## src/rtl/exc_pipe_collector_pkg.sv

```systemverilog
// exc_pipe_collector_pkg: shared exception codes, access sizes and FSM states
package exc_pipe_collector_pkg;

    localparam int EXC_ADEL = 4;
    localparam int EXC_ADES = 5;
    localparam int EXC_OV   = 12;

    localparam logic [1:0] SZ_BYTE = 2'd0;
    localparam logic [1:0] SZ_HALF = 2'd1;
    localparam logic [1:0] SZ_WORD = 2'd2;
    localparam logic [1:0] SZ_RSVD = 2'd3;

    typedef enum logic {
        IDLE   = 1'b0,
        REPORT = 1'b1
    } state_t;

endpackage

```

## src/rtl/exc_pipe_collector_exc_prio_enc.sv

```systemverilog
// exc_prio_enc: merges upstream, local and address-error exceptions by fixed priority
module exc_prio_enc
    import exc_pipe_collector_pkg::*;
#(
    parameter int NUM_SRC = 2,
    parameter int CODE_W  = 5,
    parameter int ADDR_W  = 32
) (
    input  logic                      in_valid,
    input  logic                      pre_exc_get,
    input  logic [CODE_W-1:0]         pre_exc_code,
    input  logic [NUM_SRC-1:0]        src_get,
    input  logic [NUM_SRC*CODE_W-1:0] src_code,
    input  logic                      mem_is_load,
    input  logic                      mem_is_store,
    input  logic [1:0]                mem_size,
    input  logic [ADDR_W-1:0]         mem_addr,
    input  logic                      addr_ovf,
    output logic                      exc_get,
    output logic [CODE_W-1:0]         exc_code,
    output logic [ADDR_W-1:0]         badvaddr
);

    logic mis;
    logic ae;

    // Lowest-priority cause is applied first so higher-priority causes overwrite it;
    // the reserved size 3 falls into the word check through mem_size[1].
    always_comb begin
        mis      = (mem_size == SZ_HALF && mem_addr[0]) || (mem_size[1] && mem_addr[1:0] != 2'b00);
        ae       = (mem_is_load || mem_is_store) && (mis || addr_ovf);
        exc_get  = 1'b0;
        exc_code = '0;
        badvaddr = '0;
        if (ae) begin
            exc_get  = 1'b1;
            exc_code = mem_is_store ? CODE_W'(EXC_ADES) : CODE_W'(EXC_ADEL);
            badvaddr = mem_addr;
        end
        for (int i = NUM_SRC - 1; i >= 0; i--) begin
            if (src_get[i]) begin
                exc_get  = 1'b1;
                exc_code = src_code[i*CODE_W +: CODE_W];
                badvaddr = '0;
            end
        end
        if (pre_exc_get) begin
            exc_get  = 1'b1;
            exc_code = pre_exc_code;
            badvaddr = '0;
        end
        if (!in_valid) begin
            exc_get  = 1'b0;
            exc_code = '0;
            badvaddr = '0;
        end
    end

endmodule

```

## src/rtl/exc_pipe_collector.sv

```systemverilog
// exc_pipe_collector: exception-merging pipeline stage that reports to CP0 via req/ack
module exc_pipe_collector
    import exc_pipe_collector_pkg::*;
#(
    parameter int NUM_SRC = 2,
    parameter int CODE_W  = 5,
    parameter int ADDR_W  = 32,
    parameter int CNT_W   = 8
) (
    input  logic                      clk,
    input  logic                      reset,
    input  logic                      stall,
    input  logic                      flush,
    input  logic                      in_valid,
    input  logic [ADDR_W-1:0]         in_pc,
    input  logic                      in_bd,
    input  logic                      pre_exc_get,
    input  logic [CODE_W-1:0]         pre_exc_code,
    input  logic [NUM_SRC-1:0]        src_get,
    input  logic [NUM_SRC*CODE_W-1:0] src_code,
    input  logic                      mem_is_load,
    input  logic                      mem_is_store,
    input  logic [1:0]                mem_size,
    input  logic [ADDR_W-1:0]         mem_addr,
    input  logic                      addr_ovf,
    output logic                      out_valid,
    output logic                      out_exc_get,
    output logic [CODE_W-1:0]         out_exc_code,
    output logic [ADDR_W-1:0]         out_pc,
    output logic                      out_bd,
    output logic [ADDR_W-1:0]         out_badvaddr,
    output logic                      exc_req,
    input  logic                      exc_ack,
    output logic                      hold_req,
    output logic [CNT_W-1:0]          exc_count
);

    logic              m_get;
    logic [CODE_W-1:0] m_code;
    logic [ADDR_W-1:0] m_badv;

    state_t            state_q, state_d;
    logic              valid_q, valid_d;
    logic              get_q, get_d;
    logic [CODE_W-1:0] code_q, code_d;
    logic [ADDR_W-1:0] pc_q, pc_d;
    logic              bd_q, bd_d;
    logic [ADDR_W-1:0] badv_q, badv_d;
    logic [CNT_W-1:0]  cnt_q, cnt_d;
    logic              pending;

    exc_prio_enc #(.NUM_SRC(NUM_SRC), .CODE_W(CODE_W), .ADDR_W(ADDR_W)) u_enc (
        .in_valid    (in_valid),
        .pre_exc_get (pre_exc_get),
        .pre_exc_code(pre_exc_code),
        .src_get     (src_get),
        .src_code    (src_code),
        .mem_is_load (mem_is_load),
        .mem_is_store(mem_is_store),
        .mem_size    (mem_size),
        .mem_addr    (mem_addr),
        .addr_ovf    (addr_ovf),
        .exc_get     (m_get),
        .exc_code    (m_code),
        .badvaddr    (m_badv)
    );

    // Next-state logic: an excepting slot stays in place until CP0 consumes it,
    // and the ack edge replaces it with a bubble and bumps the saturating counter.
    always_comb begin
        state_d = state_q;
        valid_d = valid_q;
        get_d   = get_q;
        code_d  = code_q;
        pc_d    = pc_q;
        bd_d    = bd_q;
        badv_d  = badv_q;
        cnt_d   = cnt_q;
        pending = valid_q && get_q;
        if (state_q == REPORT) begin
            if (exc_ack) begin
                state_d = IDLE;
                valid_d = 1'b0;
                get_d   = 1'b0;
                code_d  = '0;
                pc_d    = '0;
                bd_d    = 1'b0;
                badv_d  = '0;
                cnt_d   = (cnt_q == '1) ? cnt_q : cnt_q + CNT_W'(1);
            end
        end else if (pending) begin
            state_d = REPORT;
        end else if (flush) begin
            valid_d = 1'b0;
            get_d   = 1'b0;
            code_d  = '0;
            pc_d    = '0;
            bd_d    = 1'b0;
            badv_d  = '0;
        end else if (!stall) begin
            valid_d = in_valid;
            get_d   = m_get;
            code_d  = m_code;
            pc_d    = in_pc;
            bd_d    = in_bd;
            badv_d  = m_badv;
        end
    end

    // State register with synchronous reset; reset drops any report in flight.
    always_ff @(posedge clk) begin
        if (reset) begin
            state_q <= IDLE;
            valid_q <= 1'b0;
            get_q   <= 1'b0;
            code_q  <= '0;
            pc_q    <= '0;
            bd_q    <= 1'b0;
            badv_q  <= '0;
            cnt_q   <= '0;
        end else begin
            state_q <= state_d;
            valid_q <= valid_d;
            get_q   <= get_d;
            code_q  <= code_d;
            pc_q    <= pc_d;
            bd_q    <= bd_d;
            badv_q  <= badv_d;
            cnt_q   <= cnt_d;
        end
    end

    assign out_valid    = valid_q;
    assign out_exc_get  = get_q;
    assign out_exc_code = code_q;
    assign out_pc       = pc_q;
    assign out_bd       = bd_q;
    assign out_badvaddr = badv_q;
    assign exc_req      = (state_q == REPORT);
    assign hold_req     = (state_q == REPORT);
    assign exc_count    = cnt_q;

endmodule

```

## config.mk

```make
export PLATFORM = sky130hd
export DESIGN_NAME = exc_pipe_collector
export DESIGN_NICKNAME = d
export VERILOG_FILES = /design/src/rtl/exc_pipe_collector_pkg.sv /design/src/rtl/exc_pipe_collector_exc_prio_enc.sv /design/src/rtl/exc_pipe_collector.sv
export SDC_FILE = /design/constraint.sdc
export NUM_CORES = 1
export LEC_CHECK = 0
export BUFFER_PORTS_ARGS = -buffer_cell sky130_fd_sc_hd__buf_2
export CORE_ASPECT_RATIO = 1.2
export CORE_MARGIN = 10
export CORE_UTILIZATION = 45
export DETAILED_ROUTE_END_ITERATION = 10
export GPL_TIMING_DRIVEN = 0
export PLACE_DENSITY = 0.82
export SLEW_MARGIN = 30
export SYNTH_ARGS = -nofsm -noshare
export SYNTH_HDL_FRONTEND = slang
export SYNTH_SLANG_ARGS = --single-unit
```

## constraint.sdc

```tcl
create_clock -name clk -period 3.6 [get_ports clk]
set_input_delay 1.08 -clock clk [delete_from_list [all_inputs] [get_ports clk]]
set_output_delay 1.08 -clock clk [all_outputs]
set_load 0.1 [all_outputs]
```

======== Yosys cells after proc, flatten, opt, wreduce, memory -nomap -nowiden ========
Index checks and enable logic that the tools add are counted.
storage, ports and cells
  bits of input ports ..................... 94
  output and inout bits ................... 82
  logic and storage cells ................. 71
  flip-flop bits (word level) ............. 81
cells by class
  eq/ne operators ......................... 5
  reductions and logical operators ........ 10
  $add $sub $neg .......................... 1
  bitwise operators ....................... 1
  multiplexer cells ....................... 46
operators with widths
  kind                   count
  $mux W32               14
  $mux W5                10
  $mux W1                22
  $add A8 B1 Y8 const B  1
  $eq A8 B8 Y1 const B   1
  $reduce_and A3 Y1      2
  $logic_and A1 B1 Y1    4
  $ne A2 B2 Y1 const B   2
  $logic_or A1 B1 Y1     3
  $ne A3 B1 Y1 const B   1
  $eq A2 B1 Y1 const B   1
  $reduce_bool A2 Y1     1
  $not A1 Y1             1

======== Longest topological paths before layout ========
Gate-level depths: netlist of the first run.
  depth in word-level cells ............... 14
  gate-level depth with buffers ........... 7
  gate-level depth less buffers ........... 5

======== Hierarchy ========
A second synthesis of the first run with hierarchy kept.
unflattened totals
  cell total of the unflattened synthesis .. 474
  area total of the unflattened synthesis .. 3647.2 um^2
by module, submodules not included
  module              cells an instance  area an instance (um^2)  times used
  exc_pipe_collector  372                3026.7                   1
  exc_prio_enc        102                620.6                    1

======== Worst setup path before layout of the first run ========
OpenSTA, ideal clock, no wires.
  kind .................................... register -> output
  from .................................... reg state_q (netlist: exc_req)
  to ...................................... out hold_req
  buffers on the path ..................... 1
  stages on the path, launching flop included .. 2
  path slack .............................. 1.046 ns
  data arrival time ....................... 1.474 ns
  cells stage by stage .................... dfxtp_1 > buf_4
RTL lines
  element                   RTL line                   RTL
  start: declaration        exc_pipe_collector.sv:42   state_t state_q, state_d;
  start signal: assignment  exc_pipe_collector.sv:122  state_q <= state_d;
  end: declaration          exc_pipe_collector.sv:34   output logic hold_req,
No word-level cell between the ends.

======== Final worst setup path of the first run ========
  from .................................... reg state_q (netlist: exc_req)
  to ...................................... out hold_req
No word-level cell between the ends.

==> results of run 1 <==
==> cell type report <==
class | count | area, µm²
repair buffers | 174 | 871
inverters | 4 | 15.0
well taps | 85 | 106
fillers | 548 | 2290
multi-input cells | 212 | 1280
clock buffers | 12 | 145
flip-flops and latches | 81 | 1620
plain buffers | 26 | 161
clock inverters | 4 | 28.8
==> sequential cells by signal, indices dropped and copies added (netlist names) <==
register	flops
out_badvaddr	32
out_exc_get	1
exc_req	1
out_pc	32
out_exc_code	5
out_valid	1
exc_count	8
out_bd	1
==> worst max-delay path by stage <==
stage | start | end | slack, ns | cells past startpoint
detailed placement | mem_addr[0] | out_badvaddr[28]$_SDFFE_PP0P_ | 1.15 | 5
global route | exc_req$_SDFF_PP0_ | hold_req | 1.03 | 2
finish | exc_req$_SDFF_PP0_ | hold_req | 1.09 | 2
global placement | flush | out_badvaddr[26]$_SDFFE_PP0P_ | 1.19 | 6
floorplan | exc_req$_SDFF_PP0_ | hold_req | 1.05 | 1
CTS | exc_req$_SDFF_PP0_ | hold_req | 1.05 | 2
==> through the flow <==
step                hold slack, ns  total power [mW]  std cells  util, %
global route                 0.466              1.89        598     64.8
detailed placement           0.442              1.26        582     62.2
floorplan                    0.879              1.16        323        -
finish                       0.451              1.82        598     64.8
global placement             0.437              1.25        582     62.2
CTS                          0.452              1.83        598     64.8
==> report_power, final <==
group	switching, mW	leakage (nW)	internal [mW]	total (mW)
sequential	0.0101	0.657	0.915	0.925
combinational	0.228	1.34	0.0810	0.309
clock	0.313	0.0826	0.270	0.583
==> logic make-up (layout without fill, tap and decap cells) <==
group,Yosys count,count (layout)
AO/OA/AOI/OAI,93,93
XOR/XNOR,3,3
adder cells (fa/ha/maj),1,1
buffers and inverters,30,220
flip-flops,81,81
multiplexers,4,4
AND/OR/NAND/NOR,111,111
==> layer usage <==
metal | GRT usage [%] | vias up
met3 | 8.53 | 19
li1 | - | 1529
met2 | 26.9 | 159
met4 | 7.16 | 0
met5 | 0 | -
met1 | 18.1 | 1362
==> synth_stat cells <==
master / number / area (µm²)
a211o_1: 2 / 17.5
a211oi_1: 1 / 7.51
a21o_1: 1 / 7.51
a21oi_1: 38 / 190
a221oi_1: 2 / 17.5
a22o_1: 32 / 280
a22oi_1: 2 / 15.0
a32o_1: 4 / 40.0
and2_1: 4 / 25.0
and3_1: 3 / 18.8
and3b_1: 1 / 8.76
buf_1: 3 / 11.3
buf_2: 3 / 15.0
buf_4: 10 / 75.1
buf_6: 3 / 33.8
clkbuf_1: 7 / 26.3
clkinv_1: 1 / 3.75
dfxtp_1: 81 / 1620
ha_1: 1 / 12.5
inv_1: 3 / 11.3
mux2_2: 1 / 11.3
mux2i_1: 3 / 30.0
nand2_1: 44 / 165
nand2b_1: 2 / 12.5
nand3_1: 34 / 170
nand4_1: 4 / 25.0
nand4b_2: 1 / 15.0
nor2_1: 11 / 41.3
nor2_4: 1 / 11.3
nor2_8: 1 / 20.0
nor2b_1: 1 / 6.26
nor3_1: 3 / 15.0
nor4_4: 1 / 21.3
o211a_1: 1 / 10.0
o211ai_1: 2 / 15.0
o21ai_0: 5 / 25.0
o21ai_1: 1 / 5.00
o2bb2ai_1: 1 / 8.76
o31ai_1: 1 / 7.51
xor2_1: 3 / 26.3
==> worst max-delay path: cells and delay by family, from the launching register on <==
family                 cells  cell delay, ns
buffers and inverters      2            0.57
DFF                        1            0.52
==> out/metrics.cfg, run 1 <==
[run_status]
status=finished, final reports clean

[detailed_routing]
ant_nets=0
vias_per_cell=5.13
top_layer_used=met4
avgRoutedWirePerCell_um=15.8
drtPass1Iterations=5
vias=3069
drt-total-wl_um=9440
drt-met1-wl_um=3620
dr.first_iter.drc_count=105
drc=0
route.met2.wl_um=4330
met3_length_um=1290

[final_layout]
final_common_cell=buf_2
final_area_mm2=0.00423
drive_above_1_share_pct=40.7
layout_common_cells=177 x buf_2, 81 x dfxtp_1, 44 x nand2_1
area_growth_pct=37.4
antenna_cells=0
fin_nets=603

[cts]
post_cts_buffers=0
cts_made_buffers=9
root_buffer=clkbuf_8
cts_tree=done
cts_sinks=81
postCtsHoldBufs=0
insertion_delay_ns=0.34
clockBufferDepth=2
cts-htree-levels=3
ctsResizeCount=0
cts.clk_slew.worst_paths_ns=0.08

[synthesis]
yosysWarningCount=0
synth_nets=418
yosysUniqueCellTypes=40
muxShareOfSynthArea_pct=1.34
syn-cell-area_mm2=0.00308
synth_compound_area_share_pct=21.0
ys_seq_area_share_pct=52.6
synthXorXnorAreaFrac_pct=0.853
synth_top_family_by_area=compound AO/OA/AOI/OAI gates
syn_inst=323
synth_fa_ha_area_share_pct=0.406
syn_avg_cell_area_um2=9.54
ys_seq_elements=81
yosys.area_share.simple_pct=18.0

[die]
core_mm2=0.00653
die_h_um=111
io_pins=176
rows=32
start_util_pct=47.2
die_x_um=95.5
die-area_mm2=0.0106

[setup_path]
end_kind=primary output
cp_cell_sequence=buf_4 > buf_2
r2r.worst_path.cells=7
cp_data_arrival_time_ns=1.43
worst_setup_path_start_kind=register
critPathMaxFanout=6
crit_type=register to primary output
crit_slowest_cell=dfxtp_1
cp_slowest_stage_delay_ns=0.52
timing.rr.end=out_badvaddr[0]$_SDFFE_PP0P_
r2r_slack_ns=1.91
worstPathRequired_ns=2.52
r2r_start=exc_req$_SDFF_PP0_

[sta]
setup_slack_ns=1.09
clock.fmax_ghz=0.398
rsz0062_at_grt=false
setup_viol=0
max_slew.worst_pin.slew_ns=0.658
slew_viol_final=0
relSlewSlack_pct=56.1
post-route-period-util_pct=69.7
fin_skew_ns=0.00874
fin_setup_tns_ns=0
finalCriticalPeriod_ns=2.51
hold_viol=0

[power]
p_leak_nw=2.08
ir_drop_uv=204
p_per_area_mw_per_mm2=429

[placement]
port_buffers=174
hpwl_um=7720
placed_cell_area_mm2=0.00406
preCtsSetupSlack_ns=1.15
gp_congestion=0.860

[grt]
grt_max_degree=14
grt_first_pass_wirelength_um=14600
grt_overflow=0
antenna_found_initial=0
grt_usage_pct=16.8
grt_pass1_vias=3129

[min_path]
holdPathStages=2
hp-start=out_pc[16]$_SDFFE_PP0P_
hp-class=register to register
whs_endpoint=out_pc[16]$_SDFFE_PP0P_

[flow_run]
maxCapViolCount=0

No activity file was read; power rests on OpenSTA's default activity.
==> run 2, diff against run 1 <==
--- a/config.mk
+++ b/config.mk
@@ -8,10 +8,10 @@
 export BUFFER_PORTS_ARGS = -buffer_cell sky130_fd_sc_hd__buf_2
 export CORE_ASPECT_RATIO = 1.2
 export CORE_MARGIN = 10
-export CORE_UTILIZATION = 45
+export CORE_UTILIZATION = 39
 export DETAILED_ROUTE_END_ITERATION = 10
 export GPL_TIMING_DRIVEN = 0
-export PLACE_DENSITY = 0.82
+export PLACE_DENSITY = 0.75
 export SLEW_MARGIN = 30
 export SYNTH_ARGS = -nofsm -noshare
 export SYNTH_HDL_FRONTEND = slang
==> constraint.sdc (replaced) <==
create_clock -name clk -period 2.2 [get_ports clk]
set_input_delay 0.66 -clock clk [delete_from_list [all_inputs] [get_ports clk]]
set_output_delay 0.66 -clock clk [all_outputs]
set_load 0.1 [all_outputs]
==> out/metrics.cfg, run 2 (synthesis gave the netlist of run 1 again) <==
[flow_run]
maxCapViolCount=0  ; unchanged

[sta]
slew_viol_final=0  ; unchanged
fin_skew_ns=0.00791  ; was 0.00874 ns
hold_viol=0  ; unchanged
fin_setup_tns_ns=0  ; unchanged
setup_viol=0  ; unchanged
post-route-period-util_pct=95.1
clock.fmax_ghz=0.478
max_slew.worst_pin.slew_ns=0.670  ; was 0.658 ns
relSlewSlack_pct=54.9  ; was 56.1%
rsz0062_at_grt=false  ; unchanged
finalCriticalPeriod_ns=2.09
fin_hold_ws_ns=0.451  ; about the same

[power]
combPwrFrac_pct=16.1  ; was 17.0%
p_int_mw=2.22  ; was 1.27 mW
switching_share_pct=29.2  ; was 30.3%
clockPowerShare_pct=35.7  ; was 32.1%
p_per_area_mw_per_mm2=733  ; was 429 mW/mm²
switchingPower_mw=0.916  ; was 0.551 mW
p_seq_share_pct=48.2  ; was 50.9%
p_leak_nw=2.10  ; was 2.08 nW
ir_drop_uv=408  ; was 204 µV

[cts]
cts.clk_slew.worst_paths_ns=0.08  ; about the same
ctsResizeCount=0  ; unchanged
clockBufferDepth=2  ; unchanged
cts_made_buffers=9  ; unchanged
post_cts_buffers=0  ; unchanged
cts_tree=done  ; unchanged
root_buffer=clkbuf_8  ; unchanged
postCtsHoldBufs=0  ; unchanged
cts-htree-levels=3  ; unchanged
cts_sinks=81  ; unchanged
insertion_delay_ns=0.34  ; about the same

[placement]
port_buffers=174  ; unchanged
gp_congestion=0.804  ; was 0.860
placed_cell_area_mm2=0.00407  ; was 0.00406 mm²
hpwl_um=7740  ; was 7720 µm

[setup_path]
r2r_start=exc_req$_SDFF_PP0_  ; unchanged
worst_setup_path_start_kind=register  ; unchanged
crit_type=register to primary output  ; unchanged
critPathMaxFanout=6  ; unchanged
cp_data_arrival_time_ns=1.43  ; about the same
end_kind=primary output  ; unchanged
crit_start=exc_req$_SDFF_PP0_  ; unchanged
worstPathRequired_ns=1.54  ; was 2.52 ns

[grt]
grt_overflow=0  ; unchanged
antenna_found_initial=0  ; unchanged
grt_pass1_vias=3163  ; was 3129
grt_max_degree=15  ; was 14
grt_first_pass_wirelength_um=15400  ; was 14600 µm
grt_usage_pct=15.5  ; was 16.8%

[final_layout]
drive_above_1_share_pct=41.1  ; was 40.7%
layout_common_cells=177 x buf_2, 81 x dfxtp_1, 44 x nand2_1  ; unchanged
final_area_mm2=0.00428  ; was 0.00423 mm²
area_growth_pct=38.9  ; was 37.4%
final_common_cell=buf_2  ; unchanged
antenna_cells=0  ; unchanged
fin_nets=603  ; unchanged

[die]
die_x_um=101  ; was 95.5 µm
start_util_pct=40.0  ; was 47.2%
rows=35  ; was 32
core_mm2=0.00771  ; was 0.00653 mm²
io_pins=176  ; unchanged
die_h_um=117  ; was 111 µm
die-area_mm2=0.0119  ; was 0.0106 mm²

[detailed_routing]
ant_nets=0  ; unchanged
avgRoutedWirePerCell_um=15.7  ; was 15.8 µm
vias_per_cell=4.99  ; was 5.13
drc=0  ; unchanged
dr.first_iter.drc_count=64  ; was 105
drt-total-wl_um=9480  ; was 9440 µm
drtPass1Iterations=4  ; was 5
vias=3016  ; was 3069

[run_status]
status=finished, final reports clean  ; unchanged

[min_path]
hp-class=register to register  ; unchanged
hp-start=out_pc[12]$_SDFFE_PP0P_  ; was out_pc[16]$_SDFFE_PP0P_

[run 2: cell count changes in the layout (fill, tap and decap cells not counted), sizes merged]
cell      delta
inv          +1
clkbuf       -1
clkinv       +1
clkinvlp     -2
bufinv       +1
[run 2: path summary, 6_finish.rpt]
path         slack (ns)  cells past startpoint                           end
min                0.45                      2       out_pc[12]$_SDFFE_PP0P_
min reg2reg        0.45                      2       out_pc[12]$_SDFFE_PP0P_
max                0.11                      2                      hold_req
max reg2reg        0.43                      5  out_badvaddr[1]$_SDFFE_PP0P_
[run 2: per-stage QoR]
| step | setup slack, ns | utilization (%) | instances | power [mW] |
|---|---|---|---|---|
| 6_report | 0.108 | 55.5 | 605 | 3.14 |
| 5_1_grt | 0.0401 | 55.5 | 605 | 3.28 |
| 4_1_cts | 0.0785 | 55.5 | 605 | 3.17 |
| 3_5_place_dp | 0.0960 | 52.8 | 589 | 2.06 |
| 3_3_place_gp | 0.107 | 52.8 | 589 | 2.05 |
| 2_1_floorplan | 0.0241 | - | 323 | 1.90 |
[run 2: critical path, cell delays in order, from the launching register on]
cell and delay, ns:
dfxtp_1 0.51, buf_4 0.17, buf_2 0.41
[run 2: per-layer routing]
metal  vias to the layer above  GRT usage (%)  share of wire (%)
met5                         -              0                  0
li1                       1526              -                  -
met4                         0           5.24                1.2
met2                       133           24.7                 47
met3                        11           7.93                 13
met1                      1346           17.0                 39
[run 2: power by group through the flow]
stage	Clock, mW	Combinational [mW]	Sequential [mW]
CTS	1.15	0.510	1.51
finish	1.12	0.505	1.51
global route	1.22	0.540	1.52
floorplan	0	0.124	1.78
detailed placement	0	0.509	1.55
global placement	0	0.504	1.55
[run 2: final cells by class]
type / instances / area, µm²
well taps: 92 / 115
fillers: 725 / 3430
inverters: 4 / 15.0
multi-input cells: 212 / 1280
clock inverters: 5 / 61.3
plain buffers: 26 / 161
clock buffers: 11 / 151
repair buffers: 174 / 871
flip-flops and latches: 81 / 1620
==> run 3, diff against run 2 <==
--- a/config.mk
+++ b/config.mk
@@ -5,13 +5,14 @@
 export SDC_FILE = /design/constraint.sdc
 export NUM_CORES = 1
 export LEC_CHECK = 0
+export ABC_AREA = 1
 export BUFFER_PORTS_ARGS = -buffer_cell sky130_fd_sc_hd__buf_2
 export CORE_ASPECT_RATIO = 1.2
 export CORE_MARGIN = 10
-export CORE_UTILIZATION = 39
+export CORE_UTILIZATION = 40
 export DETAILED_ROUTE_END_ITERATION = 10
 export GPL_TIMING_DRIVEN = 0
-export PLACE_DENSITY = 0.75
+export PLACE_DENSITY = 0.76
 export SLEW_MARGIN = 30
 export SYNTH_ARGS = -nofsm -noshare
 export SYNTH_HDL_FRONTEND = slang
==> out/metrics.cfg, run 3 <==
[run_status]
status=finished, final reports clean  ; unchanged

[setup_path]
crit_type=register to primary output  ; unchanged
worst_setup_path_start_kind=register  ; unchanged
end_kind=primary output  ; unchanged
crit_slowest_cell=dfxtp_1  ; unchanged
cp_cell_sequence=buf_4 > buf_2  ; unchanged
timing.rr.end=out_pc[27]$_SDFFE_PP0P_  ; was out_badvaddr[1]$_SDFFE_PP0P_
worstPathRequired_ns=1.54  ; about the same
critPathMaxFanout=5  ; was 6
r2r.worst_path.cells=7  ; was 5
r2r_slack_ns=0.53  ; was 0.43 ns
r2r_start=exc_req$_SDFF_PP0_  ; unchanged
cp_data_arrival_time_ns=1.37  ; was 1.43 ns
cp_slowest_stage_delay_ns=0.46  ; was 0.51 ns
setup.worst_path.end=hold_req  ; unchanged
crit_start=exc_req$_SDFF_PP0_  ; unchanged

[cts]
cts_tree=done  ; unchanged
clockBufferDepth=2  ; unchanged
post_cts_buffers=0  ; unchanged
insertion_delay_ns=0.34  ; about the same
postCtsHoldBufs=0  ; unchanged
root_buffer=clkbuf_8  ; unchanged
cts_sinks=81  ; unchanged
cts_made_buffers=9  ; unchanged
ctsResizeCount=0  ; unchanged
cts-htree-levels=3  ; unchanged
cts.clk_slew.worst_paths_ns=0.08  ; about the same

[die]
core_mm2=0.00771  ; unchanged
start_util_pct=41.2  ; was 40.0%
rows=35  ; unchanged
die_x_um=101  ; about the same
io_pins=176  ; unchanged
die-area_mm2=0.0119  ; about the same
die_h_um=118  ; was 117 µm

[sta]
fin_setup_tns_ns=0  ; unchanged
setup_viol=0  ; unchanged
post-route-period-util_pct=92.2  ; was 95.1%
slew_viol_final=0  ; unchanged
finalCriticalPeriod_ns=2.03  ; was 2.09 ns
clock.fmax_ghz=0.493  ; was 0.478 GHz
setup_slack_ns=0.171  ; was 0.108 ns
hold_viol=0  ; unchanged
relSlewSlack_pct=66.1  ; was 54.9%
max_slew.worst_pin.slew_ns=0.508  ; was 0.670 ns
rsz0062_at_grt=false  ; unchanged
fin_skew_ns=0.0108  ; was 0.00791 ns

[detailed_routing]
vias_per_cell=4.88  ; was 4.99
dr.first_iter.drc_count=125  ; was 64
drt-total-wl_um=10500  ; was 9480 µm
avgRoutedWirePerCell_um=14.8  ; was 15.7 µm
vias=3457  ; was 3016
drtPass1Iterations=4  ; unchanged
drc=0  ; unchanged
ant_nets=0  ; unchanged

[power]
p_per_area_mw_per_mm2=739  ; was 733 mW/mm²
p_seq_share_pct=46.9  ; was 48.2%
clockPowerShare_pct=35.7  ; about the same
switchingPower_mw=0.965  ; was 0.916 mW
p_leak_nw=2.08  ; was 2.10 nW
switching_share_pct=29.8  ; was 29.2%
combPwrFrac_pct=17.4  ; was 16.1%
ir_drop_uv=457  ; was 408 µV
p_int_mw=2.27  ; was 2.22 mW

[grt]
globalRouteMet2Util_pct=28.7  ; was 24.7%
grtUsageMet1_pct=17.9  ; was 17.0%
antenna_found_initial=2  ; was 0
grt_busiest_layer=met2  ; unchanged
grt_usage_pct=17.1  ; was 15.5%
grt_max_degree=14  ; was 15
grt_pass1_vias=3472  ; was 3163
use_met3_pct=8.10  ; was 7.93%
grt_overflow=0  ; unchanged
grt_first_pass_wirelength_um=16800  ; was 15400 µm

[synthesis]
syn-cell-area_mm2=0.00318  ; was 0.00308 mm²
ys.flop_type=dfxtp_1  ; unchanged
ys_seq_elements=81  ; unchanged
syn_avg_cell_area_um2=7.45  ; was 9.54 µm²
ys_seq_area_share_pct=51.0  ; was 52.6%
synthTopCellsByArea=dfxtp_1 51%, nand2_1 17%, a21oi_1 14%  ; was dfxtp_1 53%, a22o_1 9.1%, a21oi_1 6.2%
synth-edff-count=0  ; unchanged
async_flop_share_pct=0  ; unchanged
synth_top_area_cell=dfxtp_1  ; unchanged
yosysUniqueCellTypes=19  ; was 40
synth_top_area_share_pct=51.0  ; was 52.6%
syn_inst=427  ; was 323
synth.most_common_cell=nand2_1  ; was dfxtp_1
synth_common_cells=145 x nand2_1, 86 x a21oi_1, 81 x dfxtp_1  ; was 81 x dfxtp_1, 44 x nand2_1, 38 x a21oi_1
yosysWarningCount=0  ; unchanged
synth_nets=522  ; was 418

[final_layout]
drive_above_1_share_pct=33.9  ; was 41.1%
postLayoutCoreUtil_pct=56.8  ; was 55.5%
final_common_cell=buf_2  ; unchanged
layout_common_cells=187 x buf_2, 145 x nand2_1, 86 x a21oi_1  ; was 177 x buf_2, 81 x dfxtp_1, 44 x nand2_1
area_growth_pct=37.7  ; was 38.9%
fin_nets=707  ; was 603
final_area_mm2=0.00438  ; was 0.00428 mm²

[min_path]
hp-class=register to register  ; unchanged

[placement]
placed_cell_area_mm2=0.00417  ; was 0.00407 mm²
hpwl_um=8410  ; was 7740 µm
preCtsSetupSlack_ns=0.0886  ; was 0.0960 ns
port_buffers=174  ; unchanged
gp_congestion=0.809  ; was 0.804

[flow_run]
maxCapViolCount=0  ; unchanged

run 3: cell families after synthesis:
| kind of cell | after synthesis | synth area share, % |
|---|---|---|
| AOI/OAI and AO/OA | 93 | 14.6 |
| adders and majority gates | 1 | 0.393 |
| and+or+nand+nor | 205 | 27.0 |
| xor gates and xnor gates | 4 | 1.10 |
| buffers and inverters | 43 | 5.82 |
| DFF | 81 | 51.0 |
run 3: worst min path at each step:
| stage | startpoint | end | slack [ns] | cells past startpoint |
|---|---|---|---|---|
| 2_1_floorplan | mem_addr[14] | out_badvaddr[14]$_SDFFE_PP0P_ | 0.80 | 2 |
| 3_3_place_gp | out_pc[7]$_SDFFE_PP0P_ | out_pc[7]$_SDFFE_PP0P_ | 0.45 | 2 |
| 3_5_place_dp | out_pc[28]$_SDFFE_PP0P_ | out_pc[28]$_SDFFE_PP0P_ | 0.45 | 2 |
| 4_1_cts | out_badvaddr[23]$_SDFFE_PP0P_ | out_badvaddr[23]$_SDFFE_PP0P_ | 0.47 | 2 |
| 5_1_grt | out_exc_code[4]$_SDFFE_PP0P_ | out_exc_code[4]$_SDFFE_PP0P_ | 0.48 | 2 |
| 6_report | out_pc[13]$_SDFFE_PP0P_ | out_pc[13]$_SDFFE_PP0P_ | 0.46 | 2 |
run 3: power by group through the flow:
stage               Sequential (mW)  Combinational (mW)  Clock (mW)
floorplan                      1.81               0.140           0
global placement               1.55               0.560           0
detailed placement             1.55               0.565           0
CTS                            1.52               0.566        1.18
global route                   1.52               0.603        1.24
finish                         1.52               0.562        1.15
run 3: layer usage:
metal  wire length, µm  vias to the layer above  part of all wire, %
met5                13                        -                 0.12
li1                  -                     1758                    -
met2              5350                      105                   51
met3              1050                       14                   10
met1              3880                     1578                   37
met4               206                        2                  2.0
run 3: through the flow:
step / cells / hold WS [ns] / total power [mW]
2_1_floorplan: 427 / 0.803 / 1.95
3_3_place_gp: 693 / 0.449 / 2.11
3_5_place_dp: 693 / 0.453 / 2.12
4_1_cts: 708 / 0.465 / 3.27
5_1_grt: 709 / 0.480 / 3.37
6_report: 709 / 0.463 / 3.23
run 3: cell type report:
class                      instances  area [µm²]
tap                               92         115
fill                             775        3330
antenna                            1        2.50
clock inverter                     5        81.3
sequential                        81        1620
clock buffer                      10         128
timing repair buffer             174         871
buffer                            27         125
multi-input combinational        303        1370
inverter                          16        60.1
run 3: critical path, delay by kind of cell, from the launching register on:
family	cells	cell delay, ns
buf+inv	2	0.56
flops	1	0.46
